<file path="config.mk">
export PLATFORM = sky130hd
export DESIGN_NAME = cam_ov7670_emulator
export DESIGN_NICKNAME = d
export VERILOG_FILES = /design/src/rtl/cam_ov7670_emulator.sv
export SDC_FILE = /design/constraint.sdc
export NUM_CORES = 1
export LEC_CHECK = 0
export CORE_MARGIN = 1
export CORE_UTILIZATION = 62
export DETAILED_ROUTE_END_ITERATION = 6
export PLACE_DENSITY_LB_ADDON = 0.15
export REMOVE_ABC_BUFFERS = 1
export SETUP_SLACK_MARGIN = 0.5
export SLEW_MARGIN = 20
export SYNTH_ARGS = -nofsm -noshare
export SYNTH_HDL_FRONTEND = slang
export SYNTH_SLANG_ARGS = --single-unit
</file>
<file path="constraint.sdc">
create_clock -name clk -period 6.6 [get_ports clk]
set_input_delay 0.99 -clock clk [delete_from_list [all_inputs] [get_ports clk]]
set_output_delay 0.99 -clock clk [all_outputs]
set_load 0.02 [all_outputs]
</file>
<file path="src/rtl/cam_ov7670_emulator.sv">
// OV7670-style camera source: divided pixel clock, vsync/href framing
// and RGB565 test patterns sent high byte first over an 8-bit bus.
module cam_ov7670_emulator #(
  parameter int TAM_LINE       = 320,
  parameter int TAM_ROW        = 120,
  parameter int BLACK_TAM_LINE = 4,
  parameter int BLACK_TAM_ROW  = 4,
  parameter int PCLK_DIV       = 4
) (
  input  logic        clk,
  input  logic        rst,
  input  logic        enable,
  input  logic [1:0]  pattern_sel,
  input  logic [15:0] solid_color,
  output logic        CAM_pclk,
  output logic        CAM_vsync,
  output logic        CAM_href,
  output logic [7:0]  CAM_px_data,
  output logic        busy,
  output logic        frame_done,
  output logic [7:0]  frame_cnt
);

  localparam logic [9:0] LINE_END = 10'(TAM_LINE + BLACK_TAM_LINE - 1);
  localparam logic [9:0] ROW_END  = 10'(TAM_ROW + BLACK_TAM_ROW - 1);
  localparam logic [9:0] VS_ROWS  = 10'(BLACK_TAM_ROW / 2);
  localparam logic [9:0] BLK_ROWS = 10'(BLACK_TAM_ROW);
  localparam logic [9:0] ACT_LINE = 10'(TAM_LINE);
  localparam logic [7:0] RISE_AT  = 8'(PCLK_DIV / 2 - 1);
  localparam logic [7:0] FALL_AT  = 8'(PCLK_DIV - 1);

  typedef enum logic {IDLE, RUN} state_t;

  state_t      state, state_n;
  logic [7:0]  div;
  logic        rise, fall;
  logic [9:0]  line_cnt, line_n;
  logic [9:0]  row_cnt, row_n;
  logic [1:0]  pat, pat_n;
  logic [15:0] color, color_n;
  logic        vsync_n, href_n, done_n;
  logic [7:0]  data_n, cnt_n;
  logic [8:0]  x, bar;
  logic [5:0]  y_hi;
  logic [15:0] px;

  assign rise = (div == RISE_AT);
  assign fall = (div == FALL_AT);
  assign busy = (state == RUN);

  // Free-running divider producing the pixel clock
  always_ff @(posedge clk or negedge rst) begin
    if (!rst) begin
      div      <= '0;
      CAM_pclk <= 1'b0;
    end else begin
      div <= fall ? 8'd0 : div + 8'd1;
      if (rise)
        CAM_pclk <= 1'b1;
      else if (fall)
        CAM_pclk <= 1'b0;
    end
  end

  // Frame state, counters and registered camera outputs
  always_ff @(posedge clk or negedge rst) begin
    if (!rst) begin
      state       <= IDLE;
      line_cnt    <= '0;
      row_cnt     <= '0;
      pat         <= '0;
      color       <= '0;
      CAM_vsync   <= 1'b0;
      CAM_href    <= 1'b0;
      CAM_px_data <= '0;
      frame_done  <= 1'b0;
      frame_cnt   <= '0;
    end else begin
      state       <= state_n;
      line_cnt    <= line_n;
      row_cnt     <= row_n;
      pat         <= pat_n;
      color       <= color_n;
      CAM_vsync   <= vsync_n;
      CAM_href    <= href_n;
      CAM_px_data <= data_n;
      frame_done  <= done_n;
      frame_cnt   <= cnt_n;
    end
  end

  // Next state, counters and pixel byte, evaluated on each pclk fall
  always_comb begin
    state_n = state;
    line_n  = line_cnt;
    row_n   = row_cnt;
    pat_n   = pat;
    color_n = color;
    vsync_n = CAM_vsync;
    href_n  = CAM_href;
    data_n  = CAM_px_data;
    cnt_n   = frame_cnt;
    done_n  = 1'b0;
    x       = '0;
    bar     = '0;
    y_hi    = '0;
    px      = '0;
    if (fall) begin
      unique case (state)
        IDLE: begin
          if (enable) begin
            state_n = RUN;
            line_n  = '0;
            row_n   = '0;
            pat_n   = pattern_sel;
            color_n = solid_color;
          end
        end
        RUN: begin
          if (line_cnt == LINE_END) begin
            line_n = '0;
            if (row_cnt == ROW_END) begin
              row_n  = '0;
              done_n = 1'b1;
              cnt_n  = frame_cnt + 8'd1;
              if (enable) begin
                pat_n   = pattern_sel;
                color_n = solid_color;
              end else begin
                state_n = IDLE;
              end
            end else begin
              row_n = row_cnt + 10'd1;
            end
          end else begin
            line_n = line_cnt + 10'd1;
          end
        end
      endcase

      x    = line_n[9:1];
      bar  = x / 9'd20;
      y_hi = 6'((row_n - BLK_ROWS) >> 1);

      unique case (pat_n)
        2'd0: px = color_n;
        2'd1: begin
          case (bar)
            9'd0:    px = 16'hFFFF;
            9'd1:    px = 16'hFFE0;
            9'd2:    px = 16'h07FF;
            9'd3:    px = 16'h07E0;
            9'd4:    px = 16'hF81F;
            9'd5:    px = 16'hF800;
            9'd6:    px = 16'h001F;
            default: px = 16'h0000;
          endcase
        end
        2'd2: px = (x[3] ^ y_hi[2]) ? 16'hFFFF : 16'h0000;
        2'd3: px = {x[7:3], y_hi, 5'b0};
      endcase

      vsync_n = (state_n == RUN) && (row_n < VS_ROWS);
      href_n  = (state_n == RUN) && (row_n >= BLK_ROWS)
                && (line_n < ACT_LINE);
      data_n  = !href_n ? 8'h00 :
                line_n[0] ? px[7:0] : px[15:8];
    end
  end

endmodule

</file>
==> impl_results.md, run 1 <==
* Crit-path slowest cell: o31ai_4
* Share of layout cells above drive strength 1 at 0.106
* Die Span X at 86.1 um
* 1st-iter DRT viols at 355
* Hold path start: frame_cnt[7]
* Unrepaired setup endpoints after global routing: false
* DIE AREA at 0.00742 mm^2
* Synthesized cell area at 0.00439 mm^2
* Max-cap violations at 0
* First-pass GRT wire length at 17600 um
* Synth async-reset ratio at 1.00
* # resized after CTS at 0
* CTS tree: built
* H-tree depth at 3
* Fin crit share at 0.671
* Yosys reg bits at 67
* Gr usage total at 0.303
* Routability-driven placement congestion ratio at 0.893
* Max Freq at 226 MHz
* Ys Warns at 0
* # setup viols final at 0
* DIE HEIGHT at 86.1 um
* Min-Delay Path Class: reg -> reg
* Vias in the first global route at 3581
* EDFF count, synth at 0
* Static Leak at 2.03 nW
* Critical Path Source Type: flop
* Vias per cell at 6.27
* CP max stage delay at 0.96 ns
* Crit path kind: reg -> reg
* Setup Buffers After CTS at 0
* Peak supply drop at 117 uV
* Critical Path Start: line_cnt[5]
* Pwr/cell area at 158 mW/mm^2
* NumNets Final at 541
* Clock Sinks at 67
* Drt total wl at 10400 um
* Slew HR at 0.326
* Number of I/O port buffers at 41
* Grt total ovfl at 0
* Crit path cell chain: or4_4 -> or3_1 -> o31ai_4 -> mux2i_1 -> nand3_1 -> a22oi_1 -> nand2_1 -> a32o_1
* Residual DRC at 0
* Routed Antenna Nets at 0
* Post-DP HPWL at 7200 um
* Layout area overhead at 12.9%
* # IOs at 42
* DRT Pass-1 Iters at 5
* Clk_lat worst skew at 0.34 ns
* Hold Violations, Final at 0
* CTS Hold Bufs at 0
* Core Rows at 30
* Initial Util at 0.642
* Initial antenna violation count at 0
* Crit Path Max Fanout at 21
* Number of cells after detailed placement at 599
* Inserted Clock Buffers at 9
* Critical R2R Launch: line_cnt[5]
* Mapped Cells at 492
* Top cells by area, synth: dfrtp_1 (38%), nand2_1 (7.2%), mux2_2 (4.9%)
* Top cell family by delay on the critical path: simple AND/OR/NAND/NOR gates
* Register area share after synthesis at 0.382
* Fill cells at 525
* CTS root buffer: clkbuf_8
* Most used flip-flop cell after synthesis: dfrtp_1
* Final worst path period need at 4.43 ns
* WP data required at 6.82 ns
* WP buf/inv at 0
* Worst setup EP type: flop
* Worst clock skew at 0.0108 ns
* Antenna Cells at 0
* Layout Cells excl Fill at 613
* Yosys top cell by area: dfrtp_1
* Final slew viol count at 0
* Pin count of the biggest net entering global routing at 68
* Bufs on Longest Clock Path at 2
* Worst slew pin tran at 1.01 ns
* Critical path arrival at 4.65 ns
* Synthesized area per cell at 8.92 um^2
* Vias at 3845
* Run status: finished clean
* Core region area at 0.00683 mm^2
* Setup TNS at 0 ns
* Avg WL per Cell at 17.0 um
* Clock-pin slew of the registers on the worst-case setup and hold paths at 0.08 ns
* Yosys top cell area share at 0.382
* Unique masters post-synth at 72
[layout make-up]
cell class,instances,area [um^2],share of cell area
Multi-Input combinational cell,382,2510,0.507
Sequential cell,67,1680,0.338
Timing Repair Buffer,44,428,0.0864
Clock buffer,11,141,0.0285
Tap cell,96,120,0.0242
Clock inverter,3,40.0,0.00808
Inverter,10,37.5,0.00758
[per-layer routing]
metal / vias up / track usage / wire length, um / part of all wire
li1: 1854 / - / - / -
met1: 1801 / 0.441 / 4850 / 0.47
met2: 167 / 0.454 / 4700 / 0.45
met3: 23 / 0.0423 / 622 / 0.060
met4: 0 / 0.126 / 232 / 0.022
met5: - / 0 / 0 / 0
[where the power goes]
group / total, W / internal, W / switching, W / leakage [nW]
Combinational: 0.0000301 / 0.0000155 / 0.0000147 / 1.13
Clock: 0.000333 / 0.000180 / 0.000154 / 0.0950
Sequential: 0.000419 / 0.000416 / 0.00000268 / 0.800
Total: 0.000782 / 0.000611 / 0.000171 / 2.03
[cells by family (layout without fill, tap and decap cells)]
group,count (synthesis),count (layout),synth area share
mux,27,27,0.0670
xor+xnor,21,21,0.0419
compound gates,126,126,0.219
fa+ha+maj,6,6,0.0171
flops,67,67,0.382
simple gates,202,202,0.227
buf+inv,43,68,0.0467
[registers in the layout (all words and copies together), names as in the netlist]
name         flops
color           16
line_cnt        10
row_cnt         10
CAM_px_data      8
div              8
frame_cnt        8
pat              2
CAM_href         1
CAM_pclk         1
CAM_vsync        1
busy             1
frame_done       1
[path summary, 6_finish.rpt]
check / endpoint / slack, ns / depth (start not counted)
hold reg to reg: frame_cnt[7] / 0.48 / 1
min in group asynchronous: row_cnt[9] / 0.82 / 2
setup reg to reg: CAM_px_data[6] / 2.17 / 8
max in group asynchronous: color[9] / 5.19 / 2
setup / recovery: CAM_px_data[6] / 2.17 / 8
hold / removal: frame_cnt[7] / 0.48 / 1
[synth_stat cells, types with 3 or more instances]
master / instances
a41o_1: 3
mux2i_1: 8
o2bb2ai_1: 6
a32oi_1: 3
a22o_1: 4
a32o_1: 5
or3_1: 5
a22oi_1: 5
dfrtp_1: 67
buf_2: 5
nand4b_1: 3
nor2_1: 16
clkbuf_1: 21
nand2b_1: 7
buf_6: 5
nand2_1: 84
xor2_1: 7
and2_1: 5
o21ai_0: 32
a31oi_1: 3
a21o_1: 5
inv_1: 9
ha_1: 6
a21oi_1: 17
nor2b_1: 3
nand4_1: 8
or4_1: 3
mux2_2: 19
and3_1: 3
o21ai_1: 8
nor3_1: 17
nand3_1: 30
xnor2_1: 14
nor4_1: 7
[layout by cell type, fill, tap and decap left out, types with 8 or more instances in the layout]
cell type and instances:
xnor2_1 14, mux2_2 19, nand3_1 30, mux2i_1 8, o21ai_0 32, nor2_1 15
nand4_1 8, nand2_1 84, nor3_1 17, o21ai_1 8, clkbuf_8 10, inv_1 9
clkdlybuf4s50_1 40, dfrtp_1 67, a21oi_1 17
[metrics by stage]
| step | hold slack [ns] | area [um^2] | setup slack, ns | util | total power, W |
|---|---|---|---|---|---|
| floorplan | 0.438 | 4220 | 2.89 | - | 0.000433 |
| detailed placement | 0.470 | 4770 | 2.20 | 0.698 | 0.000457 |
| global route | 0.491 | 4950 | 1.90 | 0.725 | 0.000803 |
| global placement | 0.454 | 4770 | 2.29 | 0.698 | 0.000456 |
| CTS | 0.484 | 4950 | 2.23 | 0.725 | 0.000789 |
| finish | 0.477 | 4950 | 2.17 | 0.725 | 0.000782 |
(Power assumes the default switching activity.)
==> run 2, diff against run 1 <==
--- a/config.mk
+++ b/config.mk
@@ -6,7 +6,7 @@
 export NUM_CORES = 1
 export LEC_CHECK = 0
 export CORE_MARGIN = 1
-export CORE_UTILIZATION = 62
+export CORE_UTILIZATION = 52
 export DETAILED_ROUTE_END_ITERATION = 6
 export PLACE_DENSITY_LB_ADDON = 0.15
 export REMOVE_ABC_BUFFERS = 1
==> constraint.sdc (replaced) <==
create_clock -name clk -period 3.7 [get_ports clk]
set_input_delay 0.555 -clock clk [delete_from_list [all_inputs] [get_ports clk]]
set_output_delay 0.555 -clock clk [all_outputs]
set_load 0.02 [all_outputs]
==> impl_results.md, run 2 (synthesis gave the netlist of run 1 again) <==
* Antenna Cells at 0
* Gr usage total at 0.290
* R2R setup slack at 0.37 ns
* Clock Sinks at 67
* DRT Pass-1 Iters at 5
* CTS tree: built
* DIE HEIGHT at 93.9 um
* Worst setup EP type: flop
* Clk_lat worst skew at 0.36 ns
* Critical Path Source Type: flop
* Number of I/O port buffers at 41
* Combinational Power Share at 0.042
* Grt total ovfl at 0
* Max-cap violations at 0
* Hold Violations, Final at 0
* Seq pwr share at 0.554
* Drt total wl at 12200 um
* Seq. cell area at 0.00168 mm^2
* Crit path to: CAM_px_data[5]
* Run status: finished clean
* Core region area at 0.00818 mm^2
* Biggest regs: color x16, line_cnt x10, row_cnt x10
* Fill cells at 670
* Min-Delay Path Class: in -> async
* Static Leak at 2.29 nW
* Share of layout cells above drive strength 1 at 0.234
* Worst R2R Path Depth at 10
* Commonest non-fill, non-tap cells in the layout: nand2_1 (84), dfrtp_1 (64), buf_4 (43), clkdlybuf4s50_1 (40), o21ai_0 (31)
* Sw power at 0.000335 W
* Int Power at 0.00101 W
* Vias per cell at 6.23
* Worst R2R End: CAM_px_data[5]
* Layout Cells excl Fill at 669
* Number of cells after detailed placement at 636
* Reg with most FFs: color
* Crit path kind: reg -> reg
* Vias at 4165
* Slew HR at 0.487
* Post-DP HPWL at 8240 um
* Core Rows at 33
* Max Freq at 300 MHz
* 1st-iter DRT viols at 248
* Worst slew pin tran at 0.769 ns
* Metal3 WL at 679 um
* Met2 WL at 5880 um
* Clk pwr share at 0.405
* Multi-input gate area at 0.00274 mm^2
* WP data required at 4.00 ns
* # IOs at 42
* Unrepaired setup endpoints after global routing: true
* Bufs on Longest Clock Path at 2
* NumNets Final at 586
* Initial antenna violation count at 0
* Crit Path Max Fanout at 9
* Worst clock skew at 0.0109 ns
* Avg WL per Cell at 18.2 um
* Fin crit share at 0.900
* Critical Path Start: line_cnt[5]
* Routability-driven placement congestion ratio at 0.956
* Critical R2R Launch: line_cnt[5]
* Layout area overhead at 25.9%
* Most common cell after layout, fill and taps aside: nand2_1
* DIE AREA at 0.00881 mm^2
* Peak supply drop at 185 uV
* Pwr/cell area at 244 mW/mm^2
* Clock-pin slew of the registers on the worst-case setup and hold paths at 0.08 ns
* Residual DRC at 0
* Final worst path period need at 3.33 ns
* CTS Hold Bufs at 0
* Post-Route M1 WL at 5280 um
* # setup viols final at 0
* Pin count of the biggest net entering global routing at 35
* CTS root buffer: clkbuf_8
* Final slew viol count at 0
* Routed Antenna Nets at 0
* Initial Util at 0.537
* Max reg flops at 16
* Uppermost routed layer: met4
* Critical path arrival at 3.63 ns
* Switching fraction of total power at 0.249
* Vias in the first global route at 4013
* Die Span X at 93.9 um
* H-tree depth at 3
* Setup TNS at 0 ns
* Inserted Clock Buffers at 9
* First-pass GRT wire length at 19600 um
run 2: cell count changes in the layout (fill, tap and decap cells not counted), moves of 3 or more:
cell / change
buf_4: +40
dfrtp_2: +3
buf_6: +3
dfrtp_1: -3
or3_4: +3
or3_1: -3
run 2: repair_timing:
action,4_1_cts,5_1_grt
setup endpoints to repair,9,8
buffers inserted,12,4
cloned,1,0
pin swaps,15,5
gates resized for setup,29,18
run 2: cell type report:
cell class | count | share of cell area
Inverter | 10 | 0.00702
Clock inverter | 6 | 0.00770
Timing Repair Buffer | 88 | 0.139
Tap cell | 105 | 0.0238
Multi-Input combinational cell | 383 | 0.495
Sequential cell | 67 | 0.304
Clock buffer | 10 | 0.0231
run 2: how the worst min path moves through the flow:
stage | endpoint | depth (start not counted) | slack [ns]
CTS | pat[1] | 1 | 0.27
global placement | frame_cnt[7] | 1 | 0.46
floorplan | CAM_href | 0 | 0.26
detailed placement | div[7] | 1 | 0.47
global route | pat[1] | 1 | 0.32
finish | pat[1] | 1 | 0.27
run 2: layer usage:
layer / GRT usage / up-vias
met2: 0.467 / 162
met1: 0.379 / 2021
met5: 0 / -
met3: 0.0615 / 31
li1: - / 1951
met4: 0.117 / 0
run 2: per-stage QoR:
step	hold WS [ns]	total power (W)	setup WS, ns	area (um^2)	utilization
after floorplan	0.259	0.000772	-0.0114	4220	-
after global placement	0.458	0.000815	0.208	4990	0.610
after detailed placement	0.467	0.000817	0.142	4990	0.610
after CTS	0.273	0.00136	0.442	5410	0.662
after global routing	0.322	0.00140	0.272	5520	0.676
final	0.265	0.00135	0.372	5520	0.676
run 2: power by group through the flow:
stage / logic, W / registers, W / clock network, W
after floorplan: 0.0000130 / 0.000759 / 0
after global placement: 0.0000553 / 0.000760 / 0
after detailed placement: 0.0000561 / 0.000760 / 0
after CTS: 0.0000567 / 0.000746 / 0.000553
after global routing: 0.0000625 / 0.000747 / 0.000587
final: 0.0000562 / 0.000746 / 0.000545
run 2: worst max-delay path, cell delays in order, from the launching register on:
cell,delay [ns]
dfrtp_1,0.38
or4_4,0.57
or3_4,0.41
buf_4,0.21
o31ai_4,0.29
mux2i_2,0.37
o2111ai_2,0.17
or3_4,0.42
nor2b_1,0.16
o21ai_0,0.10
a32o_1,0.18
==> run 3, diff against run 2 <==
--- a/config.mk
+++ b/config.mk
@@ -5,7 +5,7 @@
 export SDC_FILE = /design/constraint.sdc
 export NUM_CORES = 1
 export LEC_CHECK = 0
-export CORE_MARGIN = 1
+export CORE_MARGIN = 2
 export CORE_UTILIZATION = 52
 export DETAILED_ROUTE_END_ITERATION = 6
 export PLACE_DENSITY_LB_ADDON = 0.15
==> impl_results.md, run 3 (synthesis gave the netlist of run 1 again) <==
* Run status: finished clean
* Seq. cell area at 0.00168 mm^2
* Clk_lat worst skew at 0.35 ns
* Biggest regs: color x16, line_cnt x10, row_cnt x10
* Critical path arrival at 3.56 ns
* R2R setup slack at 0.36 ns
* Number of I/O port buffers at 41
* Max-cap violations at 0
* Pin count of the biggest net entering global routing at 47
* Final instance area at 0.00554 mm^2
* Pwr/cell area at 256 mW/mm^2
* Initial antenna violation count at 0
* Crit Path Max Fanout at 5
* Vias per cell at 6.14
* Antenna Cells at 0
* CTS tree: built
* Worst setup EP type: flop
* Avg WL per Cell at 18.5 um
* Reg with most FFs: color
* Core region area at 0.00822 mm^2
* Worst clock skew at 0.0136 ns
* Core Rows at 33
* Layout area overhead at 26.3%
* Commonest non-fill, non-tap cells in the layout: nand2_1 (84), dfrtp_1 (66), buf_4 (48), clkdlybuf4s50_1 (40), nand3_1 (30)
* Setup TNS at 0 ns
* Inserted Clock Buffers at 9
* Final worst path period need at 3.34 ns
* # IOs at 42
* Multi-input gate area at 0.00268 mm^2
* CTS root buffer: clkbuf_8
* Residual DRC at 0
* Bufs on Longest Clock Path at 2
* Worst R2R Path Depth at 12
* Post-DP HPWL at 8600 um
* Layout Cells excl Fill at 674
* Routability-driven placement congestion ratio at 0.978
* Unrepaired setup endpoints after global routing: true
* Static Leak at 2.32 nW
* DRT Pass-1 Iters at 5
* Initial Util at 0.534
* Hold Violations, Final at 0
* Power Total at 0.00142 W
* NumNets Final at 591
* Vias in the first global route at 4013
* Peak supply drop at 198 uV
* Number of cells after detailed placement at 639
* # setup viols final at 0
* DIE HEIGHT at 95.9 um
* Final slew viol count at 0
* Crit path kind: reg -> reg
* Min-Delay Path Class: in -> async
* Max Freq at 300 MHz
* Die Span X at 95.9 um
* Worst slew pin tran at 0.643 ns
* Clock-pin slew of the registers on the worst-case setup and hold paths at 0.08 ns
* Critical R2R Launch: line_cnt[7]
* Placed Instance Area at 0.00501 mm^2
* Clock Sinks at 67
* Routed Antenna Nets at 0
* DIE AREA at 0.00919 mm^2
* Slew HR at 0.571
* Max reg flops at 16
* H-tree depth at 3
* Worst R2R End: CAM_px_data[1]
* WP data required at 3.92 ns
* Grt total ovfl at 0
* Share of layout cells above drive strength 1 at 0.230
* Gr usage total at 0.283
* Fill cells at 683
* Vias at 4140
* Fin crit share at 0.902
* Most common cell after layout, fill and taps aside: nand2_1
* Critical Path Source Type: flop
* First-pass GRT wire length at 19900 um
* 1st-iter DRT viols at 296
* Drt total wl at 12500 um
[run 3: cell types whose count changed in the layout (fill, tap and decap cells not counted), sizes merged]
cell	before	now
bufinv	0	1
clkbuf	11	10
buf	47	53
clkinvlp	2	0
clkinv	5	6
[run 3: layout make-up]
class / instances / area share
clock buffer: 10 / 0.0230
tap: 105 / 0.0237
inverter: 10 / 0.00677
timing repair buffer: 93 / 0.147
sequential: 67 / 0.303
multi-input combinational: 383 / 0.484
clock inverter: 6 / 0.0120
[run 3: worst max path at each step]
stage | start | cells past startpoint | slack (ns) | endpoint
after floorplan | line_cnt[5] | 9 | -0.01 | CAM_px_data[5]
after global placement | enable | 10 | 0.20 | CAM_px_data[4]
after detailed placement | enable | 10 | 0.11 | CAM_px_data[0]
after CTS | line_cnt[4] | 11 | 0.41 | CAM_px_data[1]
after global routing | line_cnt[7] | 11 | 0.24 | CAM_px_data[1]
final | line_cnt[7] | 12 | 0.36 | CAM_px_data[1]
[run 3: metal layers]
layer,wire length (um),part of all wire,track usage
met3,937,0.075,0.0493
met1,5260,0.42,0.371
met4,392,0.031,0.140
met5,0,0,0
met2,5880,0.47,0.452
[run 3: critical path, cell delays in order, from the launching register on]
cell     delay, ns
dfrtp_1       0.39
or4_4         0.57
or3_4         0.42
buf_4         0.15
nor2_4        0.15
a41oi_1       0.20
ha_2          0.39
xnor2_2       0.11
a21oi_2       0.10
a31o_4        0.24
a21o_1        0.16
a32oi_2       0.21
o21ai_1       0.10
[run 3: report_power, final]
group	switching [W]	internal, W	leakage [nW]
combinational	0.0000266	0.0000286	1.42
clock	0.000304	0.000313	0.100
sequential	0.00000487	0.000741	0.799
total	0.000335	0.00108	2.32
[run 3: per-stage QoR]
stage	utilization	hold slack [ns]	setup WS [ns]
3_3_place_gp	0.610	0.457	0.201
4_1_cts	0.663	0.415	0.414
6_report	0.674	0.202	0.361
2_1_floorplan	-	0.259	-0.0114
5_1_grt	0.674	0.243	0.237
3_5_place_dp	0.610	0.454	0.112
[run 3: repair_timing]
action / 4_1_cts / 5_1_grt
endpoints found under the setup margin: 9 / 9
hold buffers: 0 / 0
buffers inserted: 11 / 7
pin swaps: 25 / 12
gates cloned: 1 / 0
resized for setup: 32 / 8
